File: src/rtl/cacheline_arbiter_if.sv
// rtl/cacheline_arbiter_if.sv - bundled I-cache, D-cache and adaptor signals for the line arbiter
// slave is the arbiter's view; master is the caches-plus-adaptor side.
interface cacheline_arbiter_if;
  logic         ic_read;
  logic [31:0]  ic_addr;
  logic [255:0] ic_rdata;
  logic         ic_valid;

  logic         dc_read;
  logic         dc_write;
  logic [31:0]  dc_addr;
  logic [255:0] dc_wdata;
  logic [255:0] dc_rdata;
  logic         dc_valid;

  logic         ad_read;
  logic         ad_write;
  logic [31:0]  ad_addr;
  logic [255:0] ad_wdata;
  logic [255:0] ad_rdata;
  logic         ad_valid;

  logic         timeout_err;

  modport slave (
    input  ic_read, ic_addr, dc_read, dc_write, dc_addr, dc_wdata, ad_rdata, ad_valid,
    output ic_rdata, ic_valid, dc_rdata, dc_valid, ad_read, ad_write, ad_addr, ad_wdata,
           timeout_err
  );

  modport master (
    output ic_read, ic_addr, dc_read, dc_write, dc_addr, dc_wdata, ad_rdata, ad_valid,
    input  ic_rdata, ic_valid, dc_rdata, dc_valid, ad_read, ad_write, ad_addr, ad_wdata,
           timeout_err
  );
endinterface

File: src/rtl/cacheline_arbiter.sv
// rtl/cacheline_arbiter.sv - round-robin share of one cacheline adaptor between I-cache and D-cache
// One whole-line transfer at a time; a watchdog aborts transfers the adaptor never completes.
module cacheline_arbiter #(
  parameter int TIMEOUT = 1024
) (
  input  logic               clk,
  input  logic               rst,
  cacheline_arbiter_if.slave bus
);

  typedef enum logic [1:0] {IDLE, GNT_I, GNT_D, RESP} state_t;

  localparam logic [15:0] WD_LAST = 16'(TIMEOUT - 1);

  state_t       state_q, state_d;
  logic         last_gnt_q, last_gnt_d;   // 0 = I, 1 = D; also names the current winner
  logic         write_q, write_d;
  logic [31:0]  addr_q, addr_d;
  logic [255:0] wdata_q, wdata_d;
  logic [255:0] ic_rdata_q, ic_rdata_d;
  logic [255:0] dc_rdata_q, dc_rdata_d;
  logic [15:0]  wd_q, wd_d;
  logic         err_q, err_d;

  logic         i_req, d_req, pick_d, granted;

  assign i_req   = bus.ic_read;
  assign d_req   = bus.dc_read | bus.dc_write;
  assign granted = (state_q == GNT_I) || (state_q == GNT_D);

  always_comb begin
    state_d    = state_q;
    last_gnt_d = last_gnt_q;
    write_d    = write_q;
    addr_d     = addr_q;
    wdata_d    = wdata_q;
    ic_rdata_d = ic_rdata_q;
    dc_rdata_d = dc_rdata_q;
    wd_d       = wd_q;
    err_d      = err_q;
    pick_d     = 1'b0;

    case (state_q)
      IDLE: begin
        if (i_req || d_req) begin
          // On contention the requester that did not win last time goes first.
          pick_d     = d_req && (!i_req || !last_gnt_q);
          state_d    = pick_d ? GNT_D : GNT_I;
          last_gnt_d = pick_d;
          write_d    = pick_d && bus.dc_write;
          addr_d     = pick_d ? bus.dc_addr : bus.ic_addr;
          if (pick_d) wdata_d = bus.dc_wdata;
          wd_d       = '0;
        end
      end
      GNT_I, GNT_D: begin
        wd_d = wd_q + 16'd1;
        if (bus.ad_valid) begin
          if (!write_q) begin
            if (state_q == GNT_I) ic_rdata_d = bus.ad_rdata;
            else                  dc_rdata_d = bus.ad_rdata;
          end
          state_d = RESP;
        end else if (wd_q == WD_LAST) begin
          err_d   = 1'b1;
          state_d = RESP;
        end
      end
      RESP:    state_d = IDLE;
      default: state_d = IDLE;
    endcase
  end

  always_ff @(posedge clk or negedge rst) begin
    if (!rst) begin
      state_q    <= IDLE;
      last_gnt_q <= 1'b0;
      write_q    <= 1'b0;
      addr_q     <= '0;
      wdata_q    <= '0;
      ic_rdata_q <= '0;
      dc_rdata_q <= '0;
      wd_q       <= '0;
      err_q      <= 1'b0;
    end else begin
      state_q    <= state_d;
      last_gnt_q <= last_gnt_d;
      write_q    <= write_d;
      addr_q     <= addr_d;
      wdata_q    <= wdata_d;
      ic_rdata_q <= ic_rdata_d;
      dc_rdata_q <= dc_rdata_d;
      wd_q       <= wd_d;
      err_q      <= err_d;
    end
  end

  assign bus.ad_read     = granted && !write_q;
  assign bus.ad_write    = granted && write_q;
  assign bus.ad_addr     = addr_q;
  assign bus.ad_wdata    = wdata_q;
  assign bus.ic_rdata    = ic_rdata_q;
  assign bus.dc_rdata    = dc_rdata_q;
  assign bus.ic_valid    = (state_q == RESP) && !last_gnt_q;
  assign bus.dc_valid    = (state_q == RESP) && last_gnt_q;
  assign bus.timeout_err = err_q;

endmodule

File: src/flat_wrapper.sv
// flat-port wrapper written by rule: the top's interface ports become plain ports
module cacheline_arbiter_flat 
#(
  parameter int TIMEOUT = 1024
)
  (clk, rst, bus_ic_read, bus_ic_addr, bus_dc_read, bus_dc_write, bus_dc_addr, bus_dc_wdata, bus_ad_rdata, bus_ad_valid, bus_ic_rdata, bus_ic_valid, bus_dc_rdata, bus_dc_valid, bus_ad_read, bus_ad_write, bus_ad_addr, bus_ad_wdata, bus_timeout_err);
  cacheline_arbiter_if bus_i ();
  input  logic clk;
  input  logic rst;
  input wire logic [$bits(bus_i.ic_read)-1:0] bus_ic_read;
  input wire logic [$bits(bus_i.ic_addr)-1:0] bus_ic_addr;
  input wire logic [$bits(bus_i.dc_read)-1:0] bus_dc_read;
  input wire logic [$bits(bus_i.dc_write)-1:0] bus_dc_write;
  input wire logic [$bits(bus_i.dc_addr)-1:0] bus_dc_addr;
  input wire logic [$bits(bus_i.dc_wdata)-1:0] bus_dc_wdata;
  input wire logic [$bits(bus_i.ad_rdata)-1:0] bus_ad_rdata;
  input wire logic [$bits(bus_i.ad_valid)-1:0] bus_ad_valid;
  output wire logic [$bits(bus_i.ic_rdata)-1:0] bus_ic_rdata;
  output wire logic [$bits(bus_i.ic_valid)-1:0] bus_ic_valid;
  output wire logic [$bits(bus_i.dc_rdata)-1:0] bus_dc_rdata;
  output wire logic [$bits(bus_i.dc_valid)-1:0] bus_dc_valid;
  output wire logic [$bits(bus_i.ad_read)-1:0] bus_ad_read;
  output wire logic [$bits(bus_i.ad_write)-1:0] bus_ad_write;
  output wire logic [$bits(bus_i.ad_addr)-1:0] bus_ad_addr;
  output wire logic [$bits(bus_i.ad_wdata)-1:0] bus_ad_wdata;
  output wire logic [$bits(bus_i.timeout_err)-1:0] bus_timeout_err;
  assign bus_i.ic_read = bus_ic_read;
  assign bus_i.ic_addr = bus_ic_addr;
  assign bus_i.dc_read = bus_dc_read;
  assign bus_i.dc_write = bus_dc_write;
  assign bus_i.dc_addr = bus_dc_addr;
  assign bus_i.dc_wdata = bus_dc_wdata;
  assign bus_i.ad_rdata = bus_ad_rdata;
  assign bus_i.ad_valid = bus_ad_valid;
  assign bus_ic_rdata = bus_i.ic_rdata;
  assign bus_ic_valid = bus_i.ic_valid;
  assign bus_dc_rdata = bus_i.dc_rdata;
  assign bus_dc_valid = bus_i.dc_valid;
  assign bus_ad_read = bus_i.ad_read;
  assign bus_ad_write = bus_i.ad_write;
  assign bus_ad_addr = bus_i.ad_addr;
  assign bus_ad_wdata = bus_i.ad_wdata;
  assign bus_timeout_err = bus_i.timeout_err;
  cacheline_arbiter #(.TIMEOUT(TIMEOUT)) u_core (.clk(clk), .rst(rst), .bus(bus_i));
endmodule
File: config.mk
export PLATFORM = sky130hd
export DESIGN_NAME = cacheline_arbiter_flat
export DESIGN_NICKNAME = d
export VERILOG_FILES = /design/src/rtl/cacheline_arbiter_if.sv /design/src/rtl/cacheline_arbiter.sv /design/src/flat_wrapper.sv
export SDC_FILE = /design/constraint.sdc
export NUM_CORES = 1
export LEC_CHECK = 0
export CORE_AREA = 2 2 536 538
export CTS_CLUSTER_SIZE = 24
export DETAILED_ROUTE_END_ITERATION = 12
export DIE_AREA = 0 0 538 540
export GPL_TIMING_DRIVEN = 0
export SLEW_MARGIN = 20
export SYNTH_ARGS = -nofsm -noshare
export SYNTH_HDL_FRONTEND = slang
export SYNTH_SLANG_ARGS = --single-unit
File: constraint.sdc
create_clock -name clk -period 2.8 [get_ports clk]
set_input_delay 0.42 -clock clk [delete_from_list [all_inputs] [get_ports clk]]
set_output_delay 0.42 -clock clk [all_outputs]
set_load 0.005 [all_outputs]
# Yosys cells after proc, flatten, opt, wreduce, memory -nomap -nowiden
# Index checks and enable logic that the tools add are counted.
# word_totals
regBits	821
elab_cells	50
out_inout_bits	805
input_bits	582
# classes
n_reduce_logical	22
add_sub_neg	1
n_eq_ne	6
bitwise	4
mux	8
# op_table
cell	n
$mux W32	1
$pmux W16 S2	1
$add A16 B1 Y16 const B	1
$eq A16 B10 Y1 const B	1
$mux W16	1
$mux W2	4
$reduce_and A4 Y1	2
$logic_and A1 B1 Y1	6
$pmux W2 S3	1
$reduce_and A2 Y1	3
$reduce_and A3 Y1	2
$eq A2 B2 Y1 const B	2
$logic_not A1 Y1	3
$logic_or A1 B1 Y1	3
$ne A3 B2 Y1 const B	1
$not A1 Y1	3
$eq A2 B1 Y1 const B	1
$logic_not A2 Y1	1
$ne A2 B1 Y1 const B	1
$reduce_bool A2 Y1	1
$reduce_or A2 Y1	1
$or A1 B1 Y1	1

# Longest topological paths before layout
# Gate-level depths: netlist of run 1.
# logic_depth
depth_word	6
mapped_depth	7
mapped_depth_nobuf	6

# Worst setup path after synthesis of run 1
# OpenSTA, ideal clock, no wires.
# synth_timing
path_type	register to register
from	register u_core.state_q[0]
to	register u_core.dc_rdata_q[0] (netlist: u_core.bus.dc_rdata[0])
setup_time_ps	125
t_required_ps	2675
stages_incl_launch_ff	8
t_arrival_ps	2070
n_path_buf	2
slack_ps	605
period_less_slack_ps	2195
cell_sequence	dfrtp_1 > inv_1 > ha_1 > nor2b_1 > nor3b_1 > clkbuf_1 > buf_2 > mux2_2
# synth_via
elab_chain_len	3
elab_cells_between_ends	5
classes_between	eq/ne (2); bitwise (1); reduce/logical (2)
# synth_lines
item	line_no	text
from (decl)	cacheline_arbiter.sv:15	state_t state_q, state_d;
from (signal assigned)	cacheline_arbiter.sv:86	state_q <= state_d;
$eq A2 B2 Y1 or $eq A2 B1 Y1 (tied branches)	cacheline_arbiter.sv:43, cacheline_arbiter.sv:60	
$reduce_or A2 Y1 or $not A1 Y1 (tied branches)	--	
$reduce_and A4 Y1 (no source line) (*)	--	
to (signal assigned)	cacheline_arbiter.sv:92	dc_rdata_q <= dc_rdata_d;
to (decl)	cacheline_arbiter.sv:21	logic [255:0] dc_rdata_q, dc_rdata_d;
# Mark *: on every way between the ends. The rest lies on a longest branch, timed or not.
# A chain may end at the register's enable or synchronous reset.

# Final worst setup path of run 1
# layout_timing
from	register u_core.state_q[0]
to	register u_core.dc_rdata_q[162] (netlist: u_core.bus.dc_rdata[162])
# Same word-level chain as after synthesis.

==> metrics.md, run 1 <==
| Metric | Value |
|---|---|
| Outcome | completed |
| Final HPWL DP | around 200000 um |
| #FFs+latches synth | 821 |
| Main synth FF type | dfrtp_1 |
| # DRC | 0 |
| Rows | about 200 |
| Die Area | between 200000 and 300000 um2 |
| H-tree levels | 3 |
| Area leader, netlist | dfrtp_1 |
| Clock network power share | 0.206 |
| Root buffer cell | clkbuf_16 |
| CTS clk-pin slew, worst paths | 0.06 ns |
| Final wirelength | between 200000 and 250000 um |
| YS warnings | 0 |
| Sw Ratio | 0.362 |
| Final-stage net count | ~4000 |
| Yosys cell types | 36 |
| WP data arrival | between 3 and 4 ns |
| Worst slew margin | 0.245 |
| Final Non-Filler Cells | around 7300 |
| Initial drt markers | ~1100 |
| CP Launch Type | flop |
| CP endpoint kind | flop |
| Clk sinks | about 820 |
| Required time worst endpoint | 3.46 ns |
| Seq pwr share | 0.315 |
| CTS tree | done |
| Initial antenna violation count | 115 |
| Count leader, synth | dfrtp_1 |
| DR vias | ~23000 |
| Die Width | ~540 um |
| Most instantiated cells after synthesis | 821 x dfrtp_1, 769 x mux2_2, 52 x buf_2 |
| Synth-to-layout area growth | 73.1% |
| Vias/cell | between 3 and 4 |
| Cell area after synthesis | 30900 um2 |
| Clk Latency, worst-skew pair | approximately 0.82 ns |
| Register area share after synthesis | 0.665 |
| Peak VDD IR | 0.000598 V |
| First-pass GRT wire length | 280000 um |
| Initial core utilization | 0.109 |
| Port buffer count | between 1000 and 1500 |
| Cells after Synth | between 1500 and 2000 |
| Final Core Density | 0.188 |
| Drt pass-1 iters | 5 |
| Global route overflow | 0 |
| Antenna-violating nets left | 0 |
| Gate power share | 0.479 |
| RSZ-0062 raised after global routing | yes |
| RD Place Congestion | approximately 0.94 |
| Synthesized net count | between 2000 and 2500 |
| Setup violations, final | 0 |
| Top cells by area, synth | dfrtp_1 67%, mux2_2 28%, mux2i_1 1.1% |
| Layout cells sized above 1 | 0.297 |
| Crit path time final | ~2.7 ns |
| TritonCTS buffer count | around 110 |
| Fin crit share | 0.963 |
| GRT Util Overall | 0.151 |
| Mapped Avg Cell Area | between 15 and 20 um2 |
| Vias in the first global route | 25000 |
| Synth top area share | 0.665 |
| Worst slew pin tran | 1.13 ns |
| Core area | between 200000 and 300000 um2 |
| CP Max Fanout | 10 |
| WL per Instance | between 30 and 40 um |
| Pwr/cell area | ~1300 nW/um2 |
| Fmax | approximately 0.37 GHz |
| Hold Violations, Final | 0 |
| Pin count of the biggest net entering global routing | 134 |
| Clock buffer depth | 4 |
| Max-cap violation count | 0 |
| Int Pwr | about 0.044 W |
| Slew Limit Fails | 0 |
| Leak | 21.1 nW |
| Num ports | about 1400 |
| Synth async-reset ratio | 1.00 |
| Placed insts | ~7000 |
| Setup Crit Path Kind | flop to flop |
| EDFF count, synth | 0 |
| Hold Path Class | primary input to flop |
| Clock skew | ~0.057 ns |
| Die Ht | roughly 540 um |
| Psw | 0.0247 W |
-- worst paths after layout --
kind | start | to | slack [ns] | cells past startpoint
worst max register to register | u_core.state_q[0] | u_core.bus.dc_rdata[162] | 0.10 | 8
worst max-delay path | u_core.state_q[0] | u_core.bus.dc_rdata[162] | 0.10 | 8
max in group asynchronous | rst | u_core.bus.dc_rdata[78] | 0.57 | 4
worst min-delay path | bus_dc_wdata[111] | u_core.bus.ad_wdata[111] | 0.21 | 2
worst min register to register | u_core.bus.ad_addr[13] | u_core.bus.ad_addr[13] | 0.49 | 2
min in group asynchronous | rst | u_core.bus.ic_rdata[94] | 0.28 | 2
-- layout by cell type (no fill, tap or decap), types with 13 or more instances in the layout --
| cell | count |
|---|---|
| buf_2 | 47 |
| clkbuf_1 | 43 |
| clkbuf_16 | 105 |
| clkbuf_2 | 13 |
| clkbuf_8 | 25 |
| clkdlybuf4s50_1 | 1376 |
| clkinv_2 | 13 |
| dfrtp_1 | 821 |
| diode_2 | 48 |
| mux2_2 | 769 |
| mux2i_1 | 34 |
| nand2_1 | 45 |
| o21ai_0 | 38 |
-- power groups by stage --
| stage | clock [W] | sequential (W) | combinational [W] |
|---|---|---|---|
| 2_1_floorplan | 0 | 0.0214 | 0.00924 |
| 3_3_place_gp | 0 | 0.0215 | 0.0334 |
| 3_5_place_dp | 0 | 0.0216 | 0.0336 |
| 4_1_cts | 0.0145 | 0.0215 | 0.0339 |
| 5_1_grt | 0.0150 | 0.0222 | 0.0351 |
| 6_report | 0.0140 | 0.0215 | 0.0327 |
-- logic make-up after synthesis --
kind of cell / Yosys count / synth area share
AO/OA/AOI/OAI: 55 / 0.00972
AND/OR/NAND/NOR: 93 / 0.0149
buffers and inverters: 101 / 0.0144
flip-flops: 821 / 0.665
XOR/XNOR: 7 / 0.00198
adder cells (fa/ha/maj): 6 / 0.00243
multiplexers: 803 / 0.291
-- repair_timing --
| item | in CTS | in global routing |
|---|---|---|
| buffers inserted | 2 | 1 |
| setup endpoints to repair | 616 | 47 |
| hold buffers | 1 | 0 |
| gates resized for setup | 36 | 9 |
| gates cloned | 0 | 0 |
| endpoints found under the hold margin | 105 | 0 |
| pin swaps | 0 | 0 |
-- registers in the layout (all words and copies together), names as in the netlist --
| signal | flops |
|---|---|
| u_core.state_q | 2 |
| u_core.write_q | 1 |
| u_core.bus.ad_wdata | 256 |
| u_core.bus.ic_rdata | 256 |
| u_core.bus.dc_rdata | 256 |
| u_core.wd_q | 16 |
| u_core.last_gnt_q | 1 |
| u_core.bus.timeout_err | 1 |
| u_core.bus.ad_addr | 32 |
-- worst max-delay path, cell delays in order, from the launching register on --
cell,delay [ns]
dfrtp_1,0.42
inv_1,0.09
ha_1,0.33
nor2b_1,0.19
nor3b_4,0.19
buf_4,0.17
buf_4,0.31
buf_4,0.39
mux2_2,0.38
-- through the flow --
stage	setup slack (ns)	power (W)	hold WS (ns)	area (um2)	setup TNS, ns
2_1_floorplan	0.605	0.0307	0.124	30900	0
3_3_place_gp	-37.40	0.0549	0.470	49500	-
3_5_place_dp	-0.989	0.0552	0.434	49700	-398.76
4_1_cts	0.00305	0.0699	0.102	53300	0
5_1_grt	-0.0100	0.0723	0.158	53400	-0.0100
6_report	0.102	0.0682	0.205	53500	0
-- layout make-up --
cell class	instances	area (um2)
Fill cell	30800	231000
Inverter	3	11.3
Sequential cell	821	20500
Multi-Input combinational cell	964	9910
Clock buffer	152	3050
Timing Repair Buffer	1400	14100
Buffer	97	509
Clock inverter	36	469
Antenna cell	48	120
Tap cell	3762	4710
-- per-layer routing --
| metal | vias to the layer above | global-route usage | part of all wire | routed length (um) |
|---|---|---|---|---|
| met5 | - | 0 | 0.00075 | 169 |
| met4 | 26 | 0.0601 | 0.044 | 9870 |
| met3 | 303 | 0.0934 | 0.15 | 34400 |
| met2 | 1345 | 0.239 | 0.45 | 101000 |
| met1 | 12000 | 0.159 | 0.36 | 80500 |
| li1 | 9774 | - | - | - |
Power figures use the tool's default switching activity.
==> run 2: changes to the inputs <==
--- a/config.mk
+++ b/config.mk
@@ -5,6 +5,7 @@
 export SDC_FILE = /design/constraint.sdc
 export NUM_CORES = 1
 export LEC_CHECK = 0
+export CAP_MARGIN = 5
 export CORE_AREA = 2 2 536 538
 export CTS_CLUSTER_SIZE = 24
 export DETAILED_ROUTE_END_ITERATION = 12
==> results of run 2 <==
Same layout as run 1: the final DEF is identical, and so are final timing and power.
==> run 3: changes to the inputs <==
--- a/config.mk
+++ b/config.mk
@@ -10,7 +10,9 @@
 export CTS_CLUSTER_SIZE = 24
 export DETAILED_ROUTE_END_ITERATION = 12
 export DIE_AREA = 0 0 538 540
+export DONT_BUFFER_PORTS = 1
 export GPL_TIMING_DRIVEN = 0
+export PLACE_DENSITY = 0.3
 export SLEW_MARGIN = 20
 export SYNTH_ARGS = -nofsm -noshare
 export SYNTH_HDL_FRONTEND = slang
==> constraint.sdc (replaced) <==
create_clock -name clk -period 2.8 [get_ports clk]
set_input_delay 0.56 -clock clk [delete_from_list [all_inputs] [get_ports clk]]
set_output_delay 0.56 -clock clk [all_outputs]
set_load 0.005 [all_outputs]
==> run 3 against run 2 <==
  * The run now ends with negative hold slack left
  * Final cell count fell by 12%
  * Count of clock-buffer cells in the layout shrank 1
  * Combinational power down 60%
  * Sequential power is 24% higher
  * Clock power grew 4%
  * Non-clock buffer count decreased by 813
  * Register-to-register slack gained 0.05 ns
  * Maximum frequency grew 1.6%
  * Global-route usage decreased by 3.6 points
  * Sequential share of layout area grew 6.7 points
==> metrics.md, run 3 (synthesis gave the netlist of run 1 again) <==
| Metric | Value |
|---|---|
| CTS clk-pin slew, worst paths | about 0.060 ns |
| Final wirelength | around 170000 um |
| GRT Util Overall | 0.114 |
| WP buf/inv | 2 |
| Vias in the first global route | ~21000 |
| Pin count of the biggest net entering global routing | about 800 |
| DR vias | 19800 |
| Crit path cell chain | inv_1 > ha_1 > buf_2 > and2_1 |
| WP data arrival | roughly 2.1 ns |
| Synth-to-layout area growth | 47.3% |
| Clk sinks | around 800 |
| Initial core utilization | 0.109 |
| Slew Limit Fails | 0 |
| Die Area | between 200000 and 300000 um2 |
| Die Width | around 540 um |
| Failing checks | negative hold slack |
| Fill cells | 31400 |
| Pwr/cell area | 1190 nW/um2 |
| Hold Violations, Final | roughly 180 |
| H-tree levels | 3 |
| CP endpoint kind | primary output |
| Worst slew pin tran | 1.01 ns |
| Hold Path Class | primary input to asynchronous set/reset pin |
| Layout cells sized above 1 | 0.389 |
| Clock skew | between 0.02 and 0.03 ns |
| Die Ht | 540 um |
| Commonest non-fill, non-tap cell in the layout | dfrtp_1 |
| Leak | 18.2 nW |
| Fin Hold WS | -0.574 ns |
| Core area | 284000 um2 |
| CTS tree | done |
| Most frequent cells in the layout | 821 x dfrtp_1, 769 x mux2_2, 576 x dlygate4sd3_1 |
| RSZ-0062 raised after global routing | no |
| Port buffer count | 0 |
| Root buffer cell | clkbuf_16 |
| WL per Instance | roughly 27 um |
| Setup violations, final | 0 |
| Initial antenna violation count | 72 |
| Slowest cell on crit path | dfrtp_1 |
| TritonCTS buffer count | about 110 |
| Drt pass-1 iters | 5 |
| Crit path largest cell delay | roughly 0.42 ns |
| Crit path time final | approximately 2.7 ns |
| Initial drt markers | about 800 |
| CP Max Fanout | 10 |
| Rows | between 150 and 200 |
| Crit path max-delay family | flip-flops |
| Final-stage net count | 3170 |
| Fin crit share | 0.949 |
| First-pass GRT wire length | roughly 220000 um |
| Num ports | roughly 1400 |
| Final TNS setup | 0 ns |
| Reg2Reg Setup Slack | around 0.15 ns |
| Setup Crit Path Kind | flop to primary output |
| Clock buffer depth | 4 |
| Fmax | 0.376 GHz |
| Antenna-violating nets left | 0 |
| Peak VDD IR | 0.000479 V |
| RD Place Congestion | a little over 0.8 |
| Max-cap violation count | 0 |
| Area after DPL | about 36000 um2 |
| CP Depth | 4 |
| Global route overflow | 0 |
| CP Launch Type | flop |
| Required time worst endpoint | 2.24 ns |
| Worst r2r path cells | 8 |
| Clk Latency, worst-skew pair | about 0.83 ns |
| # DRC | 0 |
| Final HPWL DP | approximately 140000 um |
| Vias/cell | between 3 and 4 |
| Outcome | finished, violations left |
| Worst slew margin | 0.323 |
| Post-route cell area | about 45000 um2 |
| Post-CTS Setup Bufs | 0 |
[run 3: cell count changes in the layout (fill, tap and decap cells not counted), moves of 7 or more]
cell             delta
clkbuf_2            +8
clkbuf_1            -7
buf_6               +7
clkdlybuf4s50_1  -1376
buf_2              -11
diode_2            -27
dlygate4sd3_1     +575
[run 3: repair_timing]
action                                 in CTS  in global routing
setup endpoints to repair                 710                 90
resized for setup                          56                  7
hold buffers                              574                  5
cloned                                      0                  1
endpoints found under the hold margin    1621                168
[run 3: final timing paths]
check,from,end
worst max-delay path,u_core.state_q[0],bus_ad_write
max in group asynchronous,rst,u_core.bus.ic_rdata[233]
worst min register to register,u_core.bus.ad_addr[17],u_core.bus.ad_addr[17]
worst min-delay path,rst,u_core.bus.ic_rdata[144]
worst max register to register,u_core.state_q[0],u_core.bus.dc_rdata[193]
min in group clk,bus_dc_read,u_core.wd_q[1]
[run 3: final cells by class]
cell class,count,area (um2),share of cell area
inverters,3,11.3,0.000248
clock buffers,151,3060,0.0674
flip-flops and latches,821,20500,0.452
diodes,21,52.6,0.00116
repair buffers,587,6050,0.133
well taps,3762,4710,0.103
multi-input cells,964,9920,0.218
clock inverters,37,566,0.0124
plain buffers,97,578,0.0127
[run 3: power breakdown]
part	leakage, nW	internal (W)	switching, W
Combinational	6.67	0.00749	0.00554
Sequential	9.77	0.0180	0.00863
Clock	1.77	0.00863	0.00587
[run 3: metrics by stage]
stage | total power [W] | hold WS (ns) | utilization | instances | worst slack (ns)
global route | 0.0575 | -0.648 | 0.160 | 6428 | 0.00126
detailed placement | 0.0392 | 0.283 | 0.125 | 5649 | -0.826
CTS | 0.0554 | -0.646 | 0.159 | 6411 | 0.00825
floorplan | 0.0307 | 0.264 | - | 1886 | 0.605
finish | 0.0541 | -0.574 | 0.160 | 6443 | 0.144
global placement | 0.0391 | 0.291 | 0.125 | 5648 | -2.76
[run 3: worst register-to-register path, stage by stage (launching register included)]
cell and delay, ns:
dfrtp_1 0.42, inv_1 0.08, ha_1 0.31, nor2b_2 0.25, nor3b_4 0.34, buf_6 0.20, buf_4 0.30, buf_6 0.27
mux2_2 0.38
[run 3: metal layers]
metal  up-vias  wire [um]  global-route usage  share of wire
li1       8127          -                   -              -
met1     10200      60700               0.118           0.35
met3       257      21400              0.0558           0.12
met4        24       5170              0.0346          0.030
met5         -        161                   0        0.00093
met2      1187      86300               0.201           0.50
